==> config.mk <==
export PLATFORM = sky130hd
export DESIGN_NAME = uart_tx_flat
export DESIGN_NICKNAME = d
export VERILOG_FILES = /design/src/rtl/uart_pkg.sv /design/src/rtl/uart_tx_if.sv /design/src/rtl/uart_tx_fifo.sv /design/src/rtl/uart_tx.sv /design/src/flat_wrapper.sv
export SDC_FILE = /design/constraint.sdc
export NUM_CORES = 1
export LEC_CHECK = 0
export BUFFER_PORTS_ARGS = -buffer_cell sky130_fd_sc_hd__buf_2
export CAP_MARGIN = 20
export CORE_ASPECT_RATIO = 0.5
export CORE_UTILIZATION = 65
export DETAILED_ROUTE_END_ITERATION = 6
export PLACE_DENSITY_LB_ADDON = 0.08
export SYNTH_ARGS = -nofsm -noshare
export SYNTH_HDL_FRONTEND = slang
export SYNTH_SLANG_ARGS = --single-unit
export TNS_END_PERCENT = 50
==> constraint.sdc <==
create_clock -name clk -period 6.85 [get_ports clk]
set_clock_uncertainty 0.1 [all_clocks]
set_input_delay 1.37 -clock clk [delete_from_list [all_inputs] [get_ports clk]]
set_output_delay 1.37 -clock clk [all_outputs]
set_load 0.02 [all_outputs]
==> src/rtl/uart_pkg.sv <==
// Shared types and constants for the UART transmitter.
// Frame geometry and state encoding live here so the bench and RTL agree.
package uart_pkg;

  typedef enum logic [1:0] {
    IDLE  = 2'd0,
    START = 2'd1,
    DATA  = 2'd2,
    STOP  = 2'd3
  } tx_state_t;

  localparam int unsigned DATA_BITS            = 8;
  localparam int unsigned CLKS_PER_BIT_DEFAULT = 433;

endpackage

==> src/rtl/uart_tx_if.sv <==
// Byte-stream handshake into the UART transmitter (valid/ready).
interface uart_tx_if
  import uart_pkg::*;
();

  logic                 in_valid;
  logic [DATA_BITS-1:0] in_data;
  logic                 in_ready;

  modport master (
    output in_valid,
    output in_data,
    input  in_ready
  );

  modport slave (
    input  in_valid,
    input  in_data,
    output in_ready
  );

endinterface

==> src/rtl/uart_tx_fifo.sv <==
// Small synchronous FIFO; DEPTH must be a power of two so pointers wrap naturally.
// A push while full or a pop while empty is ignored.
module uart_tx_fifo #(
  parameter int unsigned WIDTH = 8,
  parameter int unsigned DEPTH = 4
) (
  input  logic             clk_i,
  input  logic             rst_ni,
  input  logic             push_i,
  input  logic [WIDTH-1:0] wdata_i,
  input  logic             pop_i,
  output logic [WIDTH-1:0] rdata_o,
  output logic             full_o,
  output logic             empty_o
);

  localparam int unsigned PtrW = $clog2(DEPTH);
  localparam logic [PtrW:0] FullCnt = (PtrW+1)'(DEPTH);

  logic [WIDTH-1:0] mem_q [DEPTH];
  logic [PtrW-1:0]  wptr_q, wptr_d;
  logic [PtrW-1:0]  rptr_q, rptr_d;
  logic [PtrW:0]    count_q, count_d;
  logic             push_ok, pop_ok;

  assign full_o  = (count_q == FullCnt);
  assign empty_o = (count_q == '0);
  assign rdata_o = mem_q[rptr_q];

  assign push_ok = push_i & ~full_o;
  assign pop_ok  = pop_i & ~empty_o;

  always_comb begin
    wptr_d  = wptr_q;
    rptr_d  = rptr_q;
    count_d = count_q;
    if (push_ok) wptr_d = wptr_q + PtrW'(1);
    if (pop_ok)  rptr_d = rptr_q + PtrW'(1);
    case ({push_ok, pop_ok})
      2'b10:   count_d = count_q + (PtrW+1)'(1);
      2'b01:   count_d = count_q - (PtrW+1)'(1);
      default: count_d = count_q;
    endcase
  end

  always_ff @(posedge clk_i or negedge rst_ni) begin
    if (!rst_ni) begin
      wptr_q  <= '0;
      rptr_q  <= '0;
      count_q <= '0;
    end else begin
      wptr_q  <= wptr_d;
      rptr_q  <= rptr_d;
      count_q <= count_d;
    end
  end

  // Storage needs no reset: occupancy alone decides what is valid.
  always_ff @(posedge clk_i) begin
    if (push_ok) mem_q[wptr_q] <= wdata_i;
  end

endmodule

==> src/rtl/uart_tx.sv <==
// 8N1 UART transmitter fed from a small FIFO; the serial line is a flop that
// lags the state register by one cycle, so every bit still lasts CLKS_PER_BIT cycles.
module uart_tx
  import uart_pkg::*;
#(
  parameter int unsigned CLKS_PER_BIT = CLKS_PER_BIT_DEFAULT,
  parameter int unsigned FIFO_DEPTH   = 4
) (
  input  logic     clk,
  input  logic     rst_n,
  uart_tx_if.slave tx_if,
  output logic     uart_txd,
  output logic     busy
);

  localparam int unsigned     CntW    = $clog2(CLKS_PER_BIT);
  localparam int unsigned     IdxW    = $clog2(DATA_BITS);
  localparam logic [CntW-1:0] CntLast = CntW'(CLKS_PER_BIT - 1);
  localparam logic [IdxW-1:0] IdxLast = IdxW'(DATA_BITS - 1);

  tx_state_t            state_q, state_d;
  logic [CntW-1:0]      cnt_q, cnt_d;
  logic [IdxW-1:0]      bit_idx_q, bit_idx_d;
  logic [DATA_BITS-1:0] shift_q, shift_d;
  logic                 txd_q, txd_d;
  logic                 ready_q, ready_d;

  logic                 fifo_push, fifo_pop, fifo_full, fifo_empty;
  logic [DATA_BITS-1:0] fifo_rdata;
  logic                 cnt_last;

  // ready_q holds in_ready low until the first edge after reset release.
  assign ready_d        = 1'b1;
  assign tx_if.in_ready = ready_q & ~fifo_full;
  assign fifo_push      = tx_if.in_valid & tx_if.in_ready;

  uart_tx_fifo #(
    .WIDTH (DATA_BITS),
    .DEPTH (FIFO_DEPTH)
  ) u_fifo (
    .clk_i   (clk),
    .rst_ni  (rst_n),
    .push_i  (fifo_push),
    .wdata_i (tx_if.in_data),
    .pop_i   (fifo_pop),
    .rdata_o (fifo_rdata),
    .full_o  (fifo_full),
    .empty_o (fifo_empty)
  );

  assign cnt_last = (cnt_q == CntLast);

  always_comb begin
    state_d   = state_q;
    cnt_d     = cnt_q;
    bit_idx_d = bit_idx_q;
    shift_d   = shift_q;
    fifo_pop  = 1'b0;

    case (state_q)
      IDLE: begin
        if (!fifo_empty) begin
          fifo_pop = 1'b1;
          shift_d  = fifo_rdata;
          cnt_d    = '0;
          state_d  = START;
        end
      end
      START: begin
        if (cnt_last) begin
          cnt_d     = '0;
          bit_idx_d = '0;
          state_d   = DATA;
        end else begin
          cnt_d = cnt_q + CntW'(1);
        end
      end
      DATA: begin
        if (cnt_last) begin
          cnt_d = '0;
          if (bit_idx_q == IdxLast) begin
            state_d = STOP;
          end else begin
            bit_idx_d = bit_idx_q + IdxW'(1);
          end
        end else begin
          cnt_d = cnt_q + CntW'(1);
        end
      end
      STOP: begin
        if (cnt_last) begin
          cnt_d = '0;
          // Chain straight into the next start bit so frames stay gap-free.
          if (!fifo_empty) begin
            fifo_pop = 1'b1;
            shift_d  = fifo_rdata;
            state_d  = START;
          end else begin
            state_d = IDLE;
          end
        end else begin
          cnt_d = cnt_q + CntW'(1);
        end
      end
      default: state_d = IDLE;
    endcase
  end

  always_comb begin
    case (state_q)
      START:   txd_d = 1'b0;
      DATA:    txd_d = shift_q[bit_idx_q];
      default: txd_d = 1'b1;
    endcase
  end

  always_ff @(posedge clk or negedge rst_n) begin
    if (!rst_n) begin
      state_q   <= IDLE;
      cnt_q     <= '0;
      bit_idx_q <= '0;
      shift_q   <= '0;
      txd_q     <= 1'b1;
      ready_q   <= 1'b0;
    end else begin
      state_q   <= state_d;
      cnt_q     <= cnt_d;
      bit_idx_q <= bit_idx_d;
      shift_q   <= shift_d;
      txd_q     <= txd_d;
      ready_q   <= ready_d;
    end
  end

  assign uart_txd = txd_q;
  assign busy     = (state_q != IDLE) | ~fifo_empty;

endmodule

==> src/flat_wrapper.sv <==
// flat-port wrapper written by rule: the top's interface ports become plain ports
module uart_tx_flat import uart_pkg::*;
#(
  parameter int unsigned CLKS_PER_BIT = CLKS_PER_BIT_DEFAULT,
  parameter int unsigned FIFO_DEPTH   = 4
)
  (clk, rst_n, uart_txd, busy, tx_if_in_valid, tx_if_in_data, tx_if_in_ready);
  uart_tx_if tx_if_i ();
  input  logic clk;
  input  logic rst_n;
  output logic uart_txd;
  output logic busy;
  input wire logic [$bits(tx_if_i.in_valid)-1:0] tx_if_in_valid;
  input wire logic [$bits(tx_if_i.in_data)-1:0] tx_if_in_data;
  output wire logic [$bits(tx_if_i.in_ready)-1:0] tx_if_in_ready;
  assign tx_if_i.in_valid = tx_if_in_valid;
  assign tx_if_i.in_data = tx_if_in_data;
  assign tx_if_in_ready = tx_if_i.in_ready;
  uart_tx #(.CLKS_PER_BIT(CLKS_PER_BIT), .FIFO_DEPTH(FIFO_DEPTH)) u_core (.clk(clk), .rst_n(rst_n), .tx_if(tx_if_i), .uart_txd(uart_txd), .busy(busy));
endmodule
Word-level counts from Yosys, hierarchy flattened
Memory sizes are Yosys's and may differ from the RTL's.
Cells that the tools add are included.
{"block": "word_totals", "ram_bits": 32, "ff_bits": 31, "wordCells": 74, "mem_count": 1, "out_inout_bits": 3, "input_bits": 11}
{"name": "u_core.u_fifo.mem_q", "words": 4, "word_bits": 8, "rd": 1, "rd_ports_with_merged_regs": 0, "write_ports": 1, "line": "uart_tx_fifo.sv:20", "rtl": "logic [WIDTH-1:0] mem_q [DEPTH];"}
{"block": "classes", "bitwise": 7, "muxes": 26, "order_cmp": 1, "addsub": 6, "eq_ne": 14, "reduce_logical": 10}
{"operator": "9-bit 2-to-1 mux", "n": 2}
{"operator": "9-bit case mux with 2 select lines", "n": 1}
{"operator": "8-bit 2-to-1 mux", "n": 2}
{"operator": "8-bit case mux with 2 select lines", "n": 1}
{"operator": "3-bit case mux with 2 select lines", "n": 2}
{"operator": "2-bit 2-to-1 mux", "n": 5}
{"operator": "9-bit by 1-bit adder with 9-bit output (second input constant)", "n": 1}
{"operator": "9-bit equality test (second input constant)", "n": 1}
{"operator": "3-bit 2-to-1 mux", "n": 3}
{"operator": "2-bit by 1-bit inequality test with 1-bit output (second input constant)", "n": 4}
{"operator": "2-bit case mux with 4 select lines", "n": 1}
{"operator": "2-bit nonzero test", "n": 4}
{"operator": "3-bit by 1-bit adder with 3-bit output (second input constant)", "n": 2}
{"operator": "2-bit equality test (second input constant)", "n": 3}
{"operator": "3-bit equality test (second input constant)", "n": 2}
{"operator": "1-bit 2-to-1 mux", "n": 6}
{"operator": "5-bit AND reduction", "n": 1}
{"operator": "2-bit by 1-bit adder with 2-bit output (second input constant)", "n": 2}
{"operator": "1-bit AND", "n": 4}
{"operator": "2-bit by 1-bit equality test with 1-bit output (second input constant)", "n": 2}
{"operator": "3-bit by 4-bit less-than comparator with 1-bit output (second input constant)", "n": 1}
{"operator": "2-bit inequality test (second input constant)", "n": 2}
{"operator": "1-bit case mux with 2 select lines", "n": 2}
{"operator": "4-bit AND reduction", "n": 1}
{"operator": "other kinds (8)", "n": 9}

Logic depth before layout (Yosys ltp)
Gate-level depths: netlist (run 1).
{"block": "logic_depth", "depth_word": 7, "depth_mapped": 11}

Cells and area by module
Synthesis (run 1) repeated with hierarchy kept, for this count alone.
{"block": "unflattened", "cells_unflattened": 193, "area_unflattened_um2": 2949.1}
{"mod": "uart_tx_fifo", "area_each_um2": 1592.8, "n_inst": 1, "cells_each": 79}
{"mod": "uart_tx", "area_each_um2": 1356.3, "n_inst": 1, "cells_each": 114}

Worst setup path after synthesis (run 1)
No wires, ideal clock.
{"block": "synth_path", "path_type": "register -> output", "start": "reg u_core.state_q[0]", "end": "out busy", "arrival_time_ns": 1.334, "required_ns": 5.380, "path_buffers": 0, "stages_incl_launch_ff": 5, "path_slack_ns": 4.046, "cell_sequence": "dfrtp_1 > inv_1 > ha_1 > nor4b_2 > inv_1"}
{"block": "synth_between", "elab_chain_len": 2}
{"element": "start, declared", "line": "uart_tx.sv:21", "rtl": "tx_state_t state_q, state_d;"}
{"element": "start signal, assigned", "line": "uart_tx.sv:126", "rtl": "state_q <= state_d;"}
{"element": "2-bit nonzero test", "line": "uart_tx.sv:136", "rtl": "assign busy = (state_q != IDLE) | ~fifo_empty;"}
{"element": "1-bit bitwise OR", "line": "uart_tx.sv:136"}
{"element": "end, declared", "line": "flat_wrapper.sv:12", "rtl": "output logic busy;"}
No other way between the ends.

Worst setup path in the final report (run 1)
Same ends and word-level chain as after synthesis.

==> key figures, run 1 <==
Status
  – Status: finished, final reports clean

Critical path
  – Setup crit end kind: output port
  – R2R cell count: 11
  – Reg2reg start: u_core.cnt_q[0]
  – Critical setup path kind: reg2out
  – Worst path arrival time: 2.06 ns
  – Reg-to-reg slack, setup: ~4.3 ns
  – CP Launch Type: register
  – CP required: 5.38 ns
  – Reg2reg end: u_core.u_fifo.count_q[2]
  – CP Max Fanout: 7

Min path
  – Hold Crit Class: reg2reg
  – Worst hold stages: 1
  – Hold endpoint: u_core.shift_q[1]
  – Critical hold path startpoint: u_core.shift_q[1]

Final layout
  – Finished Cell Area: 0.00317 mm²
  – Commonest non-fill, non-tap cell in the layout: edfxtp_1
  – Final #Nets: roughly 250
  – Area growth syn-to-layout: 10.2%
  – Filler cells: 241
  – Share of cells above drive strength 1: roughly a quarter
  – Ant. Diodes: 0
  – Most frequent cells in the layout: edfxtp_1 (32), dfrtp_1 (30), inv_1 (17)

Clock tree
  – Clk sink count: 63
  – Hold Buf Count CTS: 0
  – Post-cts sizing count: 0
  – Cts bufs inserted: 9
  – Worst skew pair latency: approximately 0.34 ns
  – Reg clk slew, reported paths: around 0.07 ns
  – CTS Buffer Depth: 2
  – CTS tree: built
  – # H-tree levels: 3
  – Setup Buffers After CTS: 0
  – Clock Root Buffer: clkbuf_8

Global routing
  – Maximum number of pins on one net before global-route repair: 32
  – Gr usage total: 24.0%
  – Antenna violations before repair: 0
  – Grt total ovfl: 0
  – Number of global-route vias before repair: 1,712
  – First-pass GRT wire length: 7.96 mm

Synth
  – Count of cell types in the netlist: 40
  – Post-Syn Instances: 199
  – Seq cells post-synth: 63
  – Sequential fraction of the synthesis area: ~60%
  – Async SR Flop Fraction: 49.2%
  – Synthesized area per cell: 14.5 µm²
  – Mapped Area: about 0.0029 mm²
  – Post-synth EDFFs: 32
  – Synth Net Count: 225
  – Yosys Warn Count: 0
  – Ys flop type: edfxtp_1

Timing
  – Hold_ws: about 0.42 ns
  – Max-slew violation total from the final report: 0
  – Final worst-path setup slack: 3.32 ns
  – RSZ-0062 raised after global routing: false
  – Period minus WS final: 3.53 ns
  – Hold Fails Final Rpt: 0
  – Endpoints failing setup: 0
  – Total Neg Setup Slack: 0 ns
  – Fin crit share: 51.5%
  – Worst Tran Pin Value: 0.681 ns
  – Peak Freq: between 200 and 300 MHz
  – Worst relative slew slack: 54.6%

Pwr
  – NetSw: roughly 0.45 mW
  – Peak VDD IR: 0.241 mV
  – Sw frac: roughly a third
  – Comb power frac: 32.9%
  – Power per cell area: 410 mW/mm²
  – Seq pwr share: 45.0%
  – P_int: 0.851 mW
  – Static leakage: 1.28 nW
  – Clock power share: 22.1%

Floorplanning
  – Die area: ~0.0047 mm²
  – Die Height: 49.1 µm
  – Core area: roughly 0.004 mm²
  – Die X: 96.2 µm
  – Initial core utilization: 70.9%
  – IO Count: 14
  – Rows: 16

Placed design
  – Hpwl dp: 3.34 mm
  – Port buffer count: 13
  – Placer Congestion: 0.842
  – Area post-placement: 0.00300 mm²
  – Worst slack, placed: 3.68 ns

Routing
  – Final antenna-violating net count: 0
  – DR pass1 iterations: 4
  – Initial DRC Count: 141
  – DR WL/cell: about 17 µm
  – Post-route DRC: 0
  – Average vias per placed instance: roughly 5.9
  – Overall via count from detail_route: 1,628
  – Final wirelength: about 4.8 mm

Flow run
  – MaxCap Viol Count: 0
[area by class of cell]
class	instances	area (µm²)	share of cell area [%]
Clock buffer	9	124	3.90
Clock inverter	7	53.8	1.69
Inverter	17	63.8	2.01
Multi-Input combinational cell	115	1060	33.5
Sequential cell	63	1740	54.7
Tap cell	54	67.6	2.13
Timing Repair Buffer	13	65.1	2.05
[power groups by stage]
stage | clock network (mW) | registers (mW) | logic (mW)
2_1_floorplan | 0 | 0.550 | 0.368
3_3_place_gp | 0 | 0.587 | 0.409
3_5_place_dp | 0 | 0.593 | 0.432
4_1_cts | 0.291 | 0.586 | 0.434
5_1_grt | 0.307 | 0.602 | 0.475
6_report | 0.287 | 0.586 | 0.429
[synthesized netlist by cell type (3+ instances only)]
library cell	instances	area share [%]
nor3_1	3	0.52
a31oi_1	7	1.5
edfxtp_1	32	33
a22o_1	4	1.2
inv_1	17	2.2
mux4_2	10	7.8
xor2_1	5	1.5
nor2_1	6	0.78
mux2_2	11	4.3
dfrtp_1	30	26
and3_1	5	1.1
ha_1	14	6.1
nand3_1	3	0.52
o21ai_0	11	1.9
nand2_1	11	1.4
a21oi_1	3	0.52
[per-layer routing]
metal / part of all wire, % / vias to the layer above / routed length (µm) / GRT usage (%)
met1: 45 / 803 / 2150 / 30.7
met3: 4.3 / 7 / 204 / 8.10
met5: 0 / - / 0 / 0
met4: 1.1 / 0 / 53 / 6.97
met2: 49 / 39 / 2350 / 39.2
li1: - / 779 / - / -
[sequential cells by signal (all words and copies together), names as in the netlist]
name and count:
u_core.u_fifo.mem_q 32, u_core.cnt_q 9, u_core.shift_q 8, u_core.bit_idx_q 3, u_core.u_fifo.count_q 3, u_core.state_q 2
u_core.u_fifo.rptr_q 2, u_core.u_fifo.wptr_q 2, u_core.ready_q 1, u_core.uart_txd 1
[worst max-delay path, cell delays in order, from the launching register on]
cell and delay, ns:
dfrtp_1 0.40, inv_1 0.14, ha_1 0.30, nor4b_2 0.44
inv_1 0.23, buf_2 0.21
[through the flow]
step | util (%) | instances | power, mW
after global routing | 78.1 | 278 | 1.38
final | 78.1 | 278 | 1.30
after floorplan | - | 199 | 0.918
after CTS | 78.1 | 278 | 1.31
after global placement | 73.7 | 262 | 0.996
after detailed placement | 73.7 | 262 | 1.03
[how the worst max path moves through the flow]
stage                       from   end  slack (ns)
6_report       u_core.state_q[0]  busy        3.32
2_1_floorplan  u_core.state_q[0]  busy        4.05
4_1_cts        u_core.state_q[0]  busy        3.32
3_3_place_gp   u_core.state_q[0]  busy        3.74
3_5_place_dp   u_core.state_q[0]  busy        3.68
5_1_grt        u_core.state_q[0]  busy        3.12
[logic make-up after synthesis]
logic type / share of synthesized area (%)
xor gates and xnor gates: 2.13
adders and majority gates: 6.77
AOI/OAI and AO/OA: 7.69
muxes: 12.8
other: 0.130
DFF: 60.3
and+or+nand+nor: 7.34
buffers and inverters: 2.82
(Power assumes the default switching activity.)
==> run 2: changes to the inputs <==
CORE_UTILIZATION = 60   (was 65)
clock period = 3.56 ns   (was 6.85 ns; I/O delays follow)
==> run 2 against run 1 <==
Non-clock buffer count is the same. Total power grew 110%. Combinational power grew 90%. Flip-flop and latch count is the same. Global-route usage shrank 2.4 points. Routed wire length shrank 4.0%. Highest routed layer unchanged. Sequential power grew 91%. Setup slack lost 2.6 ns. Via count shrank 0.55%. Largest cell class unchanged. Clock power grew to 2.6 times the previous value.
==> key figures, run 2 (same netlist as run 1, synthesis figures left out) <==
Pwr
  – NetSw: 0.845 mW (+87%)
  – Static leakage: 1.32 nW (+2.9%)
  – Comb power frac: 30.3% (-2.6 points)
  – Seq pwr share: 41.7% (-3.3 points)
  – Peak VDD IR: 0.395 mV (+64%)
  – P_int: 1.85 mW (+120%)
  – Power per cell area: 827 mW/mm² (+100%)
  – Clock power share: 28.0% (+5.9 points)
  – Sw frac: 31.4% (-3.2 points)

Min path
  – Hold Crit Class: in2async

Final layout
  – Biggest regs: u_core.u_fifo.mem_q x32, u_core.cnt_q x9, u_core.shift_q x8
  – Commonest non-fill, non-tap cell in the layout: edfxtp_1
  – Most frequent cells in the layout: edfxtp_1 (32), dfrtp_1 (30), inv_1 (17)
  – Largest Register: u_core.u_fifo.mem_q
  – Final #Nets: 245 (unchanged)
  – Max FFs per register: 32 (unchanged)
  – Ant. Diodes: 0 (unchanged)
  – Finished Layout Cells: 290 (+4.3%)
  – Area growth syn-to-layout: 13.0%
  – Fin util: 72.2% (-5.9 points)
  – Share of cells above drive strength 1: 25.9% (unchanged)

Clock tree
  – CTS tree: built
  – Clock Root Buffer: clkbuf_8
  – Worst skew pair latency: 0.34 ns (about the same)
  – Reg clk slew, reported paths: 0.07 ns (about the same)
  – Post-cts sizing count: 0 (unchanged)
  – CTS Buffer Depth: 2 (unchanged)
  – Hold Buf Count CTS: 0 (unchanged)
  – Clk sink count: 63 (unchanged)
  – Setup Buffers After CTS: 0 (unchanged)
  – # H-tree levels: 3 (unchanged)
  – Cts bufs inserted: 9 (unchanged)

Critical path
  – CP required: 2.75 ns (-2.63 ns)
  – R2R cell count: 11 (unchanged)
  – Setup crit end kind: output port
  – Critical setup path kind: reg2out
  – CP Launch Type: register
  – Reg2reg start: u_core.cnt_q[0]
  – Reg2reg end: u_core.u_fifo.count_q[2]
  – Worst path arrival time: 2.06 ns (about the same)
  – CP Max Fanout: 7 (unchanged)
  – Reg-to-reg slack, setup: 1.02 ns (-3.28 ns)

Placed design
  – Placer Congestion: 0.821 (-2.5%)
  – Placed cells: 274 (+4.6%)
  – Port buffer count: 13 (unchanged)
  – Hpwl dp: 3.09 mm (-7.5%)

Routing
  – Final antenna-violating net count: 0 (unchanged)
  – DR WL/cell: 15.7 µm (-8.0%)
  – Overall via count from detail_route: 1,619 (-0.55%)
  – Initial DRC Count: 94 (-33%)
  – Post-route DRC: 0 (unchanged)
  – DR pass1 iterations: 5 (+1)
  – Final wirelength: 4.56 mm (-4.0%)
  – Average vias per placed instance: 5.58 (-4.7%)

Timing
  – Hold Fails Final Rpt: 0 (unchanged)
  – Endpoints failing setup: 0 (unchanged)
  – Worst relative slew slack: 54.7% (+0.094 points)
  – RSZ-0062 raised after global routing: false
  – Period minus WS final: 2.87 ns
  – Fin crit share: between 80% and 90%
  – Total Neg Setup Slack: 0 ns (unchanged)
  – Worst Tran Pin Value: 0.680 ns (-0.00141 ns)
  – Max-slew violation total from the final report: 0 (unchanged)
  – Peak Freq: 348 MHz

Status
  – Status: finished, final reports clean

Global routing
  – Gr usage total: 21.5% (-2.4 points)
  – Grt total ovfl: 0 (unchanged)
  – First-pass GRT wire length: 7.79 mm (-2.1%)
  – Number of global-route vias before repair: 1,642 (-4.1%)
  – Maximum number of pins on one net before global-route repair: 32 (unchanged)
  – Antenna violations before repair: 0 (unchanged)

Floorplanning
  – Rows: 17 (+1)
  – Die Height: 51.0 µm (+3.9%)
  – IO Count: 14 (unchanged)
  – Core area: 0.00451 mm² (+11%)
  – Die X: 100 µm (+4.0%)
  – Initial core utilization: 63.9% (-7.0 points)
  – Die area: 0.00510 mm² (+8.1%)

Flow run
  – MaxCap Viol Count: 0 (unchanged)
[run 2: cell count changes in the layout (fill, tap and decap cells not counted)]
cell / delta
clkinvlp_4: -2
inv_6: -3
bufinv_16: +3
clkinv_4: +2
[run 2: layout make-up]
type / count / area (µm²)
Sequential cell: 63 / 1740
Inverter: 17 / 63.8
Tap cell: 66 / 82.6
Timing Repair Buffer: 13 / 65.1
Multi-Input combinational cell: 115 / 1060
Fill cell: 296 / 1250
Clock inverter: 7 / 120
Clock buffer: 9 / 124
[run 2: metal layers]
layer / track usage, % / vias up / part of all wire [%]
met1: 28.3 / 801 / 50
met2: 33.6 / 28 / 45
met4: 7.25 / 0 / 1.2
met5: 0 / - / 0
li1: - / 782 / -
met3: 8.21 / 8 / 3.5
[run 2: worst max-delay path, stage by stage, from the launching register on]
cell and delay [ns]:
dfrtp_1 0.40, inv_1 0.15, ha_1 0.30, nor4b_2 0.44
inv_1 0.22, buf_2 0.21
[run 2: worst max-delay path by stage]
stage | depth (start not counted) | slack [ns] | startpoint | endpoint
CTS | 5 | 0.66 | u_core.state_q[0] | busy
global route | 5 | 0.49 | u_core.state_q[1] | busy
finish | 5 | 0.69 | u_core.state_q[0] | busy
detailed placement | 11 | 1.02 | u_core.cnt_q[0] | u_core.u_fifo.count_q[2]
global placement | 11 | 1.12 | u_core.cnt_q[0] | u_core.u_fifo.count_q[2]
floorplan | 10 | 1.21 | u_core.u_fifo.count_q[0] | u_core.u_fifo.count_q[2]
[run 2: power groups by stage]
| stage | registers [mW] | logic [mW] | clock network [mW] |
|---|---|---|---|
| global placement | 1.13 | 0.785 | 0 |
| detailed placement | 1.14 | 0.820 | 0 |
| CTS | 1.13 | 0.823 | 0.765 |
| finish | 1.12 | 0.815 | 0.753 |
| global route | 1.15 | 0.915 | 0.799 |
| floorplan | 1.06 | 0.708 | 0 |
[run 2: stage by stage]
step,worst slack (ns),cell area (µm²),hold WS (ns),power [mW]
final,0.685,3260,0.309,2.69
after global routing,0.491,3260,0.351,2.87
after CTS,0.664,3260,0.318,2.71
after detailed placement,1.02,3010,0.389,1.96
after global placement,1.12,3010,0.383,1.92
after floorplan,1.21,2880,0.316,1.77
